===== src/rtl/spdif_frame_assemble.sv =====
// S/PDIF transmit frame assembler: holds one sample per channel and emits
// biphase-mark coded 32-slot subframes at one half-cell per clock.
//
// Ports:
//   clk, rst       - audio clock, synchronous active-high reset
//   din, vin       - 20-bit sample and its valid strobe
//   channel        - 0 = A (left), 1 = B (right)
//   cstat          - 192-bit channel-status block, latched at frame 0
//   dout           - registered biphase-mark line output
//   frame_counter  - current frame index 0..191
//   out_channel    - subframe currently on the line
//   underrun       - sticky: subframe sent without a fresh sample
//   overflow       - sticky: held sample overwritten before it was sent

module spdif_frame_assemble (
  input  logic         clk,
  input  logic         rst,
  input  logic [19:0]  din,
  input  logic         vin,
  input  logic         channel,
  input  logic [191:0] cstat,
  output logic         dout,
  output logic [7:0]   frame_counter,
  output logic         out_channel,
  output logic         underrun,
  output logic         overflow
);

  typedef enum logic [1:0] {
    PRE_B,
    PRE_M,
    PRE_W
  } pre_e;

  logic [5:0]   hc_q, hc_d;
  logic         sub_q, sub_d;
  logic [7:0]   frame_q, frame_d;
  logic [19:0]  hold_a_q, hold_a_d;
  logic [19:0]  hold_b_q, hold_b_d;
  logic         full_a_q, full_a_d;
  logic         full_b_q, full_b_d;
  logic         primed_q, primed_d;
  logic         underrun_q, underrun_d;
  logic         overflow_q, overflow_d;
  logic [191:0] cstat_q, cstat_d;
  logic [27:0]  slot_q, slot_d;
  logic         dout_q, dout_d;
  logic         och_q, och_d;

  logic         load;
  logic         last_hc;
  logic         wr_a, wr_b;
  logic         cons_a, cons_b;
  logic         ld_full;
  logic [19:0]  ld_data;
  logic [19:0]  audio;
  logic         v_bit;
  logic         c_bit;
  logic [191:0] cstat_eff;
  logic [26:0]  body;
  logic [4:0]   slot_idx;
  pre_e         pre_sel;
  logic [7:0]   pre;

  assign load    = (hc_q == 6'd0);
  assign last_hc = (hc_q == 6'd63);
  assign wr_a    = vin & ~channel;
  assign wr_b    = vin & channel;
  assign cons_a  = load & ~sub_q;
  assign cons_b  = load & sub_q;

  // Preamble kind for the subframe in progress
  always_comb begin
    pre_sel = PRE_M;
    priority case (1'b1)
      sub_q:            pre_sel = PRE_W;
      frame_q == 8'd0:  pre_sel = PRE_B;
      default:          pre_sel = PRE_M;
    endcase
  end

  always_comb begin
    pre = 8'b11100010;
    unique case (pre_sel)
      PRE_B:   pre = 8'b11101000;
      PRE_W:   pre = 8'b11100100;
      default: pre = 8'b11100010;
    endcase
  end

  // Counters
  always_comb begin
    hc_d    = hc_q + 6'd1;
    sub_d   = sub_q;
    frame_d = frame_q;
    if (last_hc) begin
      sub_d = ~sub_q;
      if (sub_q) begin
        if (frame_q == 8'd191) frame_d = 8'd0;
        else                   frame_d = frame_q + 8'd1;
      end
    end
  end

  // Holding registers; a load in the same cycle as a write takes the old
  // contents and leaves the new sample held.
  always_comb begin
    hold_a_d   = hold_a_q;
    hold_b_d   = hold_b_q;
    full_a_d   = full_a_q;
    full_b_d   = full_b_q;
    overflow_d = overflow_q;
    primed_d   = primed_q | vin;
    if (cons_a) full_a_d = 1'b0;
    if (cons_b) full_b_d = 1'b0;
    if (wr_a) begin
      hold_a_d = din;
      full_a_d = 1'b1;
      if (full_a_q && !cons_a) overflow_d = 1'b1;
    end
    if (wr_b) begin
      hold_b_d = din;
      full_b_d = 1'b1;
      if (full_b_q && !cons_b) overflow_d = 1'b1;
    end
  end

  // Subframe load: slots 4..31 captured once at hc==0
  always_comb begin
    ld_full    = sub_q ? full_b_q : full_a_q;
    ld_data    = sub_q ? hold_b_q : hold_a_q;
    cstat_eff  = cstat_q;
    if (cons_a && frame_q == 8'd0) cstat_eff = cstat;
    cstat_d    = cstat_eff;
    audio      = ld_full ? ld_data : 20'd0;
    v_bit      = ~ld_full;
    c_bit      = cstat_eff[frame_q];
    body       = {c_bit, 1'b0, v_bit, audio, 4'b0000};
    slot_d     = slot_q;
    underrun_d = underrun_q;
    if (load) begin
      slot_d = {^body, body};
      if (!ld_full && primed_q) underrun_d = 1'b1;
    end
  end

  // Biphase-mark encoder: every data slot starts with a transition, a one
  // adds another in the middle. dout_q is the previous half-cell level.
  always_comb begin
    slot_idx = hc_q[5:1] - 5'd4;
    och_d    = sub_q;
    if (hc_q < 6'd8)  dout_d = pre[3'd7 - hc_q[2:0]];
    else if (!hc_q[0]) dout_d = ~dout_q;
    else               dout_d = dout_q ^ slot_q[slot_idx];
  end

  always_ff @(posedge clk) begin
    if (rst) begin
      hc_q       <= '0;
      sub_q      <= 1'b0;
      frame_q    <= '0;
      hold_a_q   <= '0;
      hold_b_q   <= '0;
      full_a_q   <= 1'b0;
      full_b_q   <= 1'b0;
      primed_q   <= 1'b0;
      underrun_q <= 1'b0;
      overflow_q <= 1'b0;
      cstat_q    <= '0;
      slot_q     <= '0;
      dout_q     <= 1'b0;
      och_q      <= 1'b0;
    end else begin
      hc_q       <= hc_d;
      sub_q      <= sub_d;
      frame_q    <= frame_d;
      hold_a_q   <= hold_a_d;
      hold_b_q   <= hold_b_d;
      full_a_q   <= full_a_d;
      full_b_q   <= full_b_d;
      primed_q   <= primed_d;
      underrun_q <= underrun_d;
      overflow_q <= overflow_d;
      cstat_q    <= cstat_d;
      slot_q     <= slot_d;
      dout_q     <= dout_d;
      och_q      <= och_d;
    end
  end

  // Even parity must bring the line back to 0 at every subframe boundary
  a_level_zero: assert property (
    @(posedge clk) disable iff (rst) (hc_q == 6'd0) |-> !dout_q
  );

  assign dout          = dout_q;
  assign frame_counter = frame_q;
  assign out_channel   = och_q;
  assign underrun      = underrun_q;
  assign overflow      = overflow_q;

endmodule


===== config.mk =====
export PLATFORM = sky130hd
export DESIGN_NAME = spdif_frame_assemble
export DESIGN_NICKNAME = d
export VERILOG_FILES = /design/src/rtl/spdif_frame_assemble.sv
export SDC_FILE = /design/constraint.sdc
export NUM_CORES = 1
export LEC_CHECK = 0
export BUFFER_PORTS_ARGS = -buffer_cell sky130_fd_sc_hd__buf_2
export CAP_MARGIN = 20
export CORE_AREA = 2 2 252 179
export DETAILED_ROUTE_END_ITERATION = 8
export DIE_AREA = 0 0 254 181
export PLACE_DENSITY = 0.56
export RECOVER_POWER = 50
export SLEW_MARGIN = 10
export SYNTH_ARGS = -nofsm -noshare
export SYNTH_HDL_FRONTEND = slang
export SYNTH_SLANG_ARGS = --single-unit

===== constraint.sdc =====
create_clock -name clk -period 3.4 [get_ports clk]
set_clock_uncertainty 0.1 [all_clocks]
set_input_delay 0.68 -clock clk [delete_from_list [all_inputs] [get_ports clk]]
set_output_delay 0.68 -clock clk [all_outputs]
set_load 0.05 [all_outputs]

==> impl_metrics.py, run 1 <==
metrics = {
    "drt": {
        "drc": 0,
        "firstDrtPassIters": 5,
        "vias": 11800,
        "drt_iter0_markers": 871,
        "met3_wirelength_mm": 2.99,
        "wl_mm": 44.4,
        "avgRoutedWirePerCell_um": 18.9,
        "antenna_left": 0,
        "via_per_inst": 5.04,
        "route.met2.wl_mm": 19.1,
        "wl_met1_mm": 21.2,
        "routed.top_layer": "met5",
    },
    "final_layout": {
        "design_area_um2": 16500,
        "fill_cells": 4450,
        "drive_gt1_share_pct": 26.2,
        "area_delta_synth_final_pct": 27.3,
        "finalNonFillerCells": 2343,
        "nets": 1953,
    },
    "yosys": {
        "synth-xor-area-share_pct": 2.14,
        "synth.area.top_cells": "dfxtp_1, nand2_1, mux2i_1",
        "avgSynthCellArea_um2": 8.64,
        "ys_async_sr_fraction_pct": 0,
        "muxShareOfSynthArea_pct": 16.6,
        "synthAdderAreaFrac_pct": 0.676,
        "synth_compound_area_share_pct": 13.6,
        "yosysSeqAreaShare_pct": 42.8,
        "synthSimpleGateAreaFrac_pct": 19.6,
        "syn-cell-area_um2": 12900,
        "synth.distinct_cells": 69,
        "synth_largest_area_cell": "dfxtp_1",
        "syn_inst": 1498,
        "ys_ff_latch": 277,
        "synth_flop_cell": "dfxtp_1",
        "yosysTopAreaCellShare_pct": 42.8,
        "yosys_warnings": 0,
        "synth_edf_count": 0,
        "synth_top_family_by_area": "simple AND/OR/NAND/NOR gates",
        "syn_nets": 1721,
    },
    "clock_tree": {
        "cts.sinks": 277,
        "cts_tree": "done",
        "cts-root-buf": "clkbuf_16",
        "clk_pin_slew_worst_paths_ps": 60,
        "clock_path_buffers": 3,
        "cts_hold_buf": 0,
        "htreeDepth": 1,
        "clk_latency_ps": 560,
        "cts-buffers-inserted": 30,
    },
    "timing": {
        "fmaxAchievable_ghz": 0.301,
        "hold_viol": 0,
        "setup-tns-final_ps": 0,
        "slew_viol_final": 85,
        "slew_headroom_pct": -19.2,
        "fin_crit_sh_pct": 97.7,
        "period_minus_slack_ps": 3320,
        "worstMarginPinSlew_ps": 1790,
        "setup_viol": 0,
    },
    "worst_setup_path": {
        "critPathLaunchType": "flop",
        "path_class": "flop to flop",
        "required_ps": 3800,
        "cp_max_fo": 6,
        "ff2ff_setup_slack_ps": 80,
        "arrival_ps": 3720,
        "endpoint_kind": "flop",
    },
    "global_route": {
        "grt_pass1_wl_mm": 65.1,
        "grt_max_degree": 97,
        "antenna_found_initial": 4,
        "gr-usage-all-layers_pct": 18.3,
        "first_global_vias": 11300,
        "grt_remaining_overflow": 0,
    },
    "floorplanning": {
        "rows": 64,
        "die_y_um": 181,
        "fp.dieArea_um2": 46000,
        "io_pins": 228,
        "die_w_um": 254,
        "core_um2": 43400,
        "start_util_pct": 29.8,
    },
    "placed_design": {
        "port_buffers": 227,
        "gp_congestion": 0.854,
        "dp_cells": 2277,
        "dp_hpwl_mm": 31.8,
        "dpl_cell_area_um2": 15000,
    },
    "pwr": {
        "p_leak_nw": 6.74,
        "p_total_mw": 8.62,
        "powerDensity_nw_per_um2": 523,
        "ir_worst_vdd_uv": 348,
    },
    "status": {
        "violations": "max-capacitance violations, max-slew violations",
        "status": "complete, but fails checks",
    },
    "hold_path": {
        "hold_class": "input pin to flop",
    },
    "job": {
        "cap_violations": 1,
    },
}
[repair_timing]
action	4_1_cts	5_1_grt
gates resized for setup	3	62
setup buffers	2	8
setup endpoints to repair	2	2
cloned	1	4
pin swaps	2	15
[report_power, final]
group / switching (mW) / leakage, nW / internal, mW
clock network: 1.36 / 0.493 / 2.00
registers: 0.110 / 2.28 / 3.51
logic: 0.868 / 3.97 / 0.774
total: 2.33 / 6.74 / 6.28
[synthesized netlist by cell type, drive strengths merged (2+ instances only)]
cell type / number
o32ai: 2
nor4: 4
ha: 7
a22oi: 14
o221ai: 5
xnor2: 16
or2: 3
a221oi: 6
o21bai: 2
buf: 30
nor2: 157
nor2b: 17
o21a: 4
and2: 6
dfxtp: 277
a211oi: 10
mux4: 42
inv: 9
mux2: 6
a21oi: 186
mux2i: 113
o22ai: 10
o211ai: 2
a41oi: 2
or3: 8
a32oi: 6
and3: 7
o31ai: 3
nand2b: 6
a21o: 2
o311ai: 2
a22o: 4
a31oi: 9
nand4: 11
o21ai: 13
nor3b: 3
nor3: 21
nand3: 19
xor2: 13
nand2: 338
clkbuf: 84
nand3b: 4
a2111oi: 3
[critical path, cell delays in order, from the launching register on]
cell	delay, ps
dfxtp_4	360
inv_4	30
ha_1	170
nor3b_2	160
nand4_1	100
buf_6	180
buf_12	140
buf_4	110
mux4_2	610
o211ai_1	250
a41oi_2	190
a2111oi_4	390
o31ai_4	130
nand4bb_1	230
o211ai_2	100
[area by class of cell]
class	count	area (um2)	share of cell area [%]
clock buffers	41	873	5.30
inverters	10	45.0	0.273
diodes	2	5.00	0.0304
well taps	594	743	4.51
multi-input cells	1097	7100	43.1
flip-flops and latches	277	5550	33.7
repair buffers	314	2040	12.4
clock inverters	8	120	0.729
[logic make-up after synthesis]
family                     Yosys count
and+or+nand+nor                    606
buffers and inverters              124
xor gates and xnor gates            30
adders and majority gates            7
muxes                              161
AOI/OAI and AO/OA                  293
DFF                                277
[cell usage in the layout, fill, tap and decap left out, types with 7 or more instances in the layout]
cell type / n
nand2_1: 338
dfxtp_1: 274
buf_2: 223
a21oi_1: 185
nor2_1: 156
mux2i_1: 100
buf_4: 61
mux4_2: 42
clkbuf_16: 35
nor3_1: 20
nand3_1: 19
nor2b_1: 17
xnor2_1: 16
a22oi_1: 13
xor2_1: 13
nand4_1: 11
o21ai_0: 11
mux2i_2: 9
a31oi_1: 9
or3_1: 8
o22ai_1: 8
clkbuf_1: 8
buf_12: 8
and3_1: 7
a211oi_1: 7
[path summary, 6_finish.rpt]
kind                                 startpoint                        to  cells after the start
hold reg to reg         cstat_q[170]$_SDFF_PP0_   cstat_q[170]$_SDFF_PP0_                      2
setup reg to reg  frame_counter[0]$_SDFFE_PP0P_   slot_q[27]$_SDFFE_PP0N_                     14
setup / recovery  frame_counter[0]$_SDFFE_PP0P_   slot_q[27]$_SDFFE_PP0N_                     14
hold / removal                           din[5]  hold_b_q[5]$_SDFFE_PP0P_                      3
[per-layer routing]
metal	track usage (%)	up-vias
li1	-	5667
met1	26.4	5679
met2	27.9	392
met3	3.44	70
met4	4.78	4
met5	0	-
[state kept, by name, summed over array words and instances, names as in the netlist]
register and flops:
och_d 1, primed_q 1, out_channel 1, frame_counter 8, dout 1, slot_q 23
cstat_q 192, hold_a_q 20, hold_b_q 20, overflow 1, hc_q 6, underrun 1
full_a_q 1, full_b_q 1
[stage by stage]
| step | util (%) | hold slack (ps) | setup slack [ps] |
|---|---|---|---|
| finish | 38.0 | 263 | 78.6 |
| floorplan | - | 327 | -10.4 |
| global placement | 34.6 | 336 | -7.15 |
| CTS | 37.0 | 235 | 3.76 |
| detailed placement | 34.6 | 342 | -90.0 |
| global route | 38.0 | 246 | -32.4 |
Power figures use the tool's default switching activity.
==> run 2: changes to the inputs <==
--- a/config.mk
+++ b/config.mk
@@ -10,7 +10,7 @@
 export CORE_AREA = 2 2 252 179
 export DETAILED_ROUTE_END_ITERATION = 8
 export DIE_AREA = 0 0 254 181
-export PLACE_DENSITY = 0.56
+export PLACE_DENSITY = 0.54
 export RECOVER_POWER = 50
 export SLEW_MARGIN = 10
 export SYNTH_ARGS = -nofsm -noshare
==> constraint.sdc (replaced) <==
create_clock -name clk -period 4.3 [get_ports clk]
set_clock_uncertainty 0.1 [all_clocks]
set_input_delay 0.86 -clock clk [delete_from_list [all_inputs] [get_ports clk]]
set_output_delay 0.86 -clock clk [all_outputs]
set_load 0.05 [all_outputs]
==> impl_metrics.py, run 2 (synthesized netlist as in run 1, its figures left out) <==
metrics = {
    "status": {
        "status": "complete, but fails checks",
        "violations": "max-capacitance violations, max-slew violations",
    },
    "worst_setup_path": {
        "required_ps": 4600,
        "cp_max_fo": 83,
        "critPathLaunchType": "flop",
        "endpoint_kind": "flop",
        "arrival_ps": 4120,
        "path_class": "flop to flop",
    },
    "timing": {
        "setup_viol": 0,
        "slew_headroom_pct": -13.0,
        "rsz0062_at_grt": "false",
        "period_minus_slack_ps": 3820,
        "slew_viol_final": 23,
        "worstMarginPinSlew_ps": 1690,
        "fin_crit_sh_pct": 88.8,
        "fmaxAchievable_ghz": 0.262,
        "hold_viol": 0,
        "worst_slack_ps": 482,
        "setup-tns-final_ps": 0,
    },
    "clock_tree": {
        "cts-resized-gates": 0,
        "cts-buffers-inserted": 30,
        "post-cts-setup-buffers": 0,
        "cts_tree": "done",
        "cts.sinks": 277,
        "cts-root-buf": "clkbuf_16",
        "clk_pin_slew_worst_paths_ps": 60,
        "cts_hold_buf": 0,
        "clk_latency_ps": 560,
        "htreeDepth": 1,
        "clock_path_buffers": 3,
    },
    "placed_design": {
        "gp_congestion": 0.857,
        "dp_hpwl_mm": 31.2,
        "port_buffers": 227,
        "dp_cells": 2239,
        "dp_slack_ps": 566,
    },
    "drt": {
        "drt_iter0_markers": 906,
        "routed.top_layer": "met5",
        "firstDrtPassIters": 5,
        "met3_wirelength_mm": 3.57,
        "route.met2.wl_mm": 18.3,
        "drc": 0,
        "antenna_left": 0,
        "via_per_inst": 5.01,
        "wl_mm": 43.1,
        "wl_met1_mm": 20.3,
        "avgRoutedWirePerCell_um": 18.8,
        "vias": 11500,
    },
    "final_layout": {
        "nets": 1900,
        "largestRegisters": "cstat_q x192, slot_q x23",
        "area_delta_synth_final_pct": 20.2,
        "seq_area_um2": 5550,
        "largest-register": "cstat_q",
        "final_cell_mix": "nand2_1, dfxtp_1, buf_2",
        "finalNonFillerCells": 2297,
        "drive_gt1_share_pct": 21.0,
        "largest_reg_flops": 192,
        "multi_input_area_um2": 6810,
        "fill_cells": 4578,
        "final_common_cell": "nand2_1",
    },
    "pwr": {
        "powerDensity_nw_per_um2": 419,
        "p_total_mw": 6.53,
        "ir_worst_vdd_uv": 314,
        "p_leak_nw": 6.37,
    },
    "floorplanning": {
        "fp.dieArea_um2": 46000,
        "die_w_um": 254,
        "rows": 64,
        "io_pins": 228,
        "core_um2": 43400,
        "die_y_um": 181,
        "start_util_pct": 29.8,
    },
    "global_route": {
        "grt_remaining_overflow": 0,
        "gr-usage-all-layers_pct": 18.2,
        "grt_pass1_wl_mm": 65.0,
        "first_global_vias": 11000,
        "antenna_found_initial": 12,
        "grt_max_degree": 127,
    },
    "job": {
        "cap_violations": 2,
    },
    "hold_path": {
        "hold_class": "flop to flop",
    },
}
==> run 2: cell types whose count changed in the layout (fill, tap and decap cells not counted), moves of 6 or more <==
| cell | delta |
|---|---|
| mux2i_1 | +13 |
| clkbuf_1 | +7 |
| buf_6 | -6 |
| mux2i_2 | -9 |
| buf_4 | -34 |
==> run 2: layout make-up <==
cell class / count / share of cell area, %
diodes: 5 / 0.0804
clock buffers: 41 / 5.55
clock inverters: 12 / 0.764
inverters: 10 / 0.241
multi-input cells: 1097 / 43.8
flip-flops and latches: 277 / 35.6
well taps: 594 / 4.77
repair buffers: 261 / 9.19
==> run 2: report_power, final <==
part | total (mW) | switching, mW | internal [mW]
clock | 2.60 | 1.08 | 1.52
combinational | 1.07 | 0.611 | 0.457
sequential | 2.86 | 0.0821 | 2.78
total | 6.53 | 1.78 | 4.75
==> run 2: routing by layer <==
metal | track usage [%] | vias up
met5 | 0 | -
met4 | 4.82 | 6
met3 | 4.50 | 71
met2 | 26.5 | 355
met1 | 26.4 | 5528
li1 | - | 5551
==> run 2: path summary, 6_finish.rpt <==
path	to	start	slack [ps]	cells past startpoint
setup / recovery	slot_q[26]$_SDFFE_PP0N_	hc_q[1]$_SDFF_PP0_	480	13
hold / removal	cstat_q[166]$_SDFF_PP0_	cstat_q[166]$_SDFF_PP0_	350	2
setup reg to reg	slot_q[26]$_SDFFE_PP0N_	hc_q[1]$_SDFF_PP0_	480	13
hold reg to reg	cstat_q[166]$_SDFF_PP0_	cstat_q[166]$_SDFF_PP0_	350	2
==> run 2: through the flow <==
stage / instance area (um2) / utilization, % / hold slack [ps]
2_1_floorplan: 12900 / - / 327
3_3_place_gp: 14600 / 33.6 / 334
3_5_place_dp: 14600 / 33.6 / 340
4_1_cts: 15600 / 35.9 / 348
5_1_grt: 15600 / 35.9 / 367
6_report: 15600 / 35.9 / 347
==> run 2: critical path, cell delays in order, from the launching register on <==
cell	delay, ps
dfxtp_1	310
inv_1	100
ha_1	200
nor3b_1	310
nand4_1	300
buf_12	310
mux2i_1	290
nor3_1	80
or3_1	410
o41ai_1	400
o311a_1	330
o31ai_1	120
nor2_1	190
a211oi_1	100
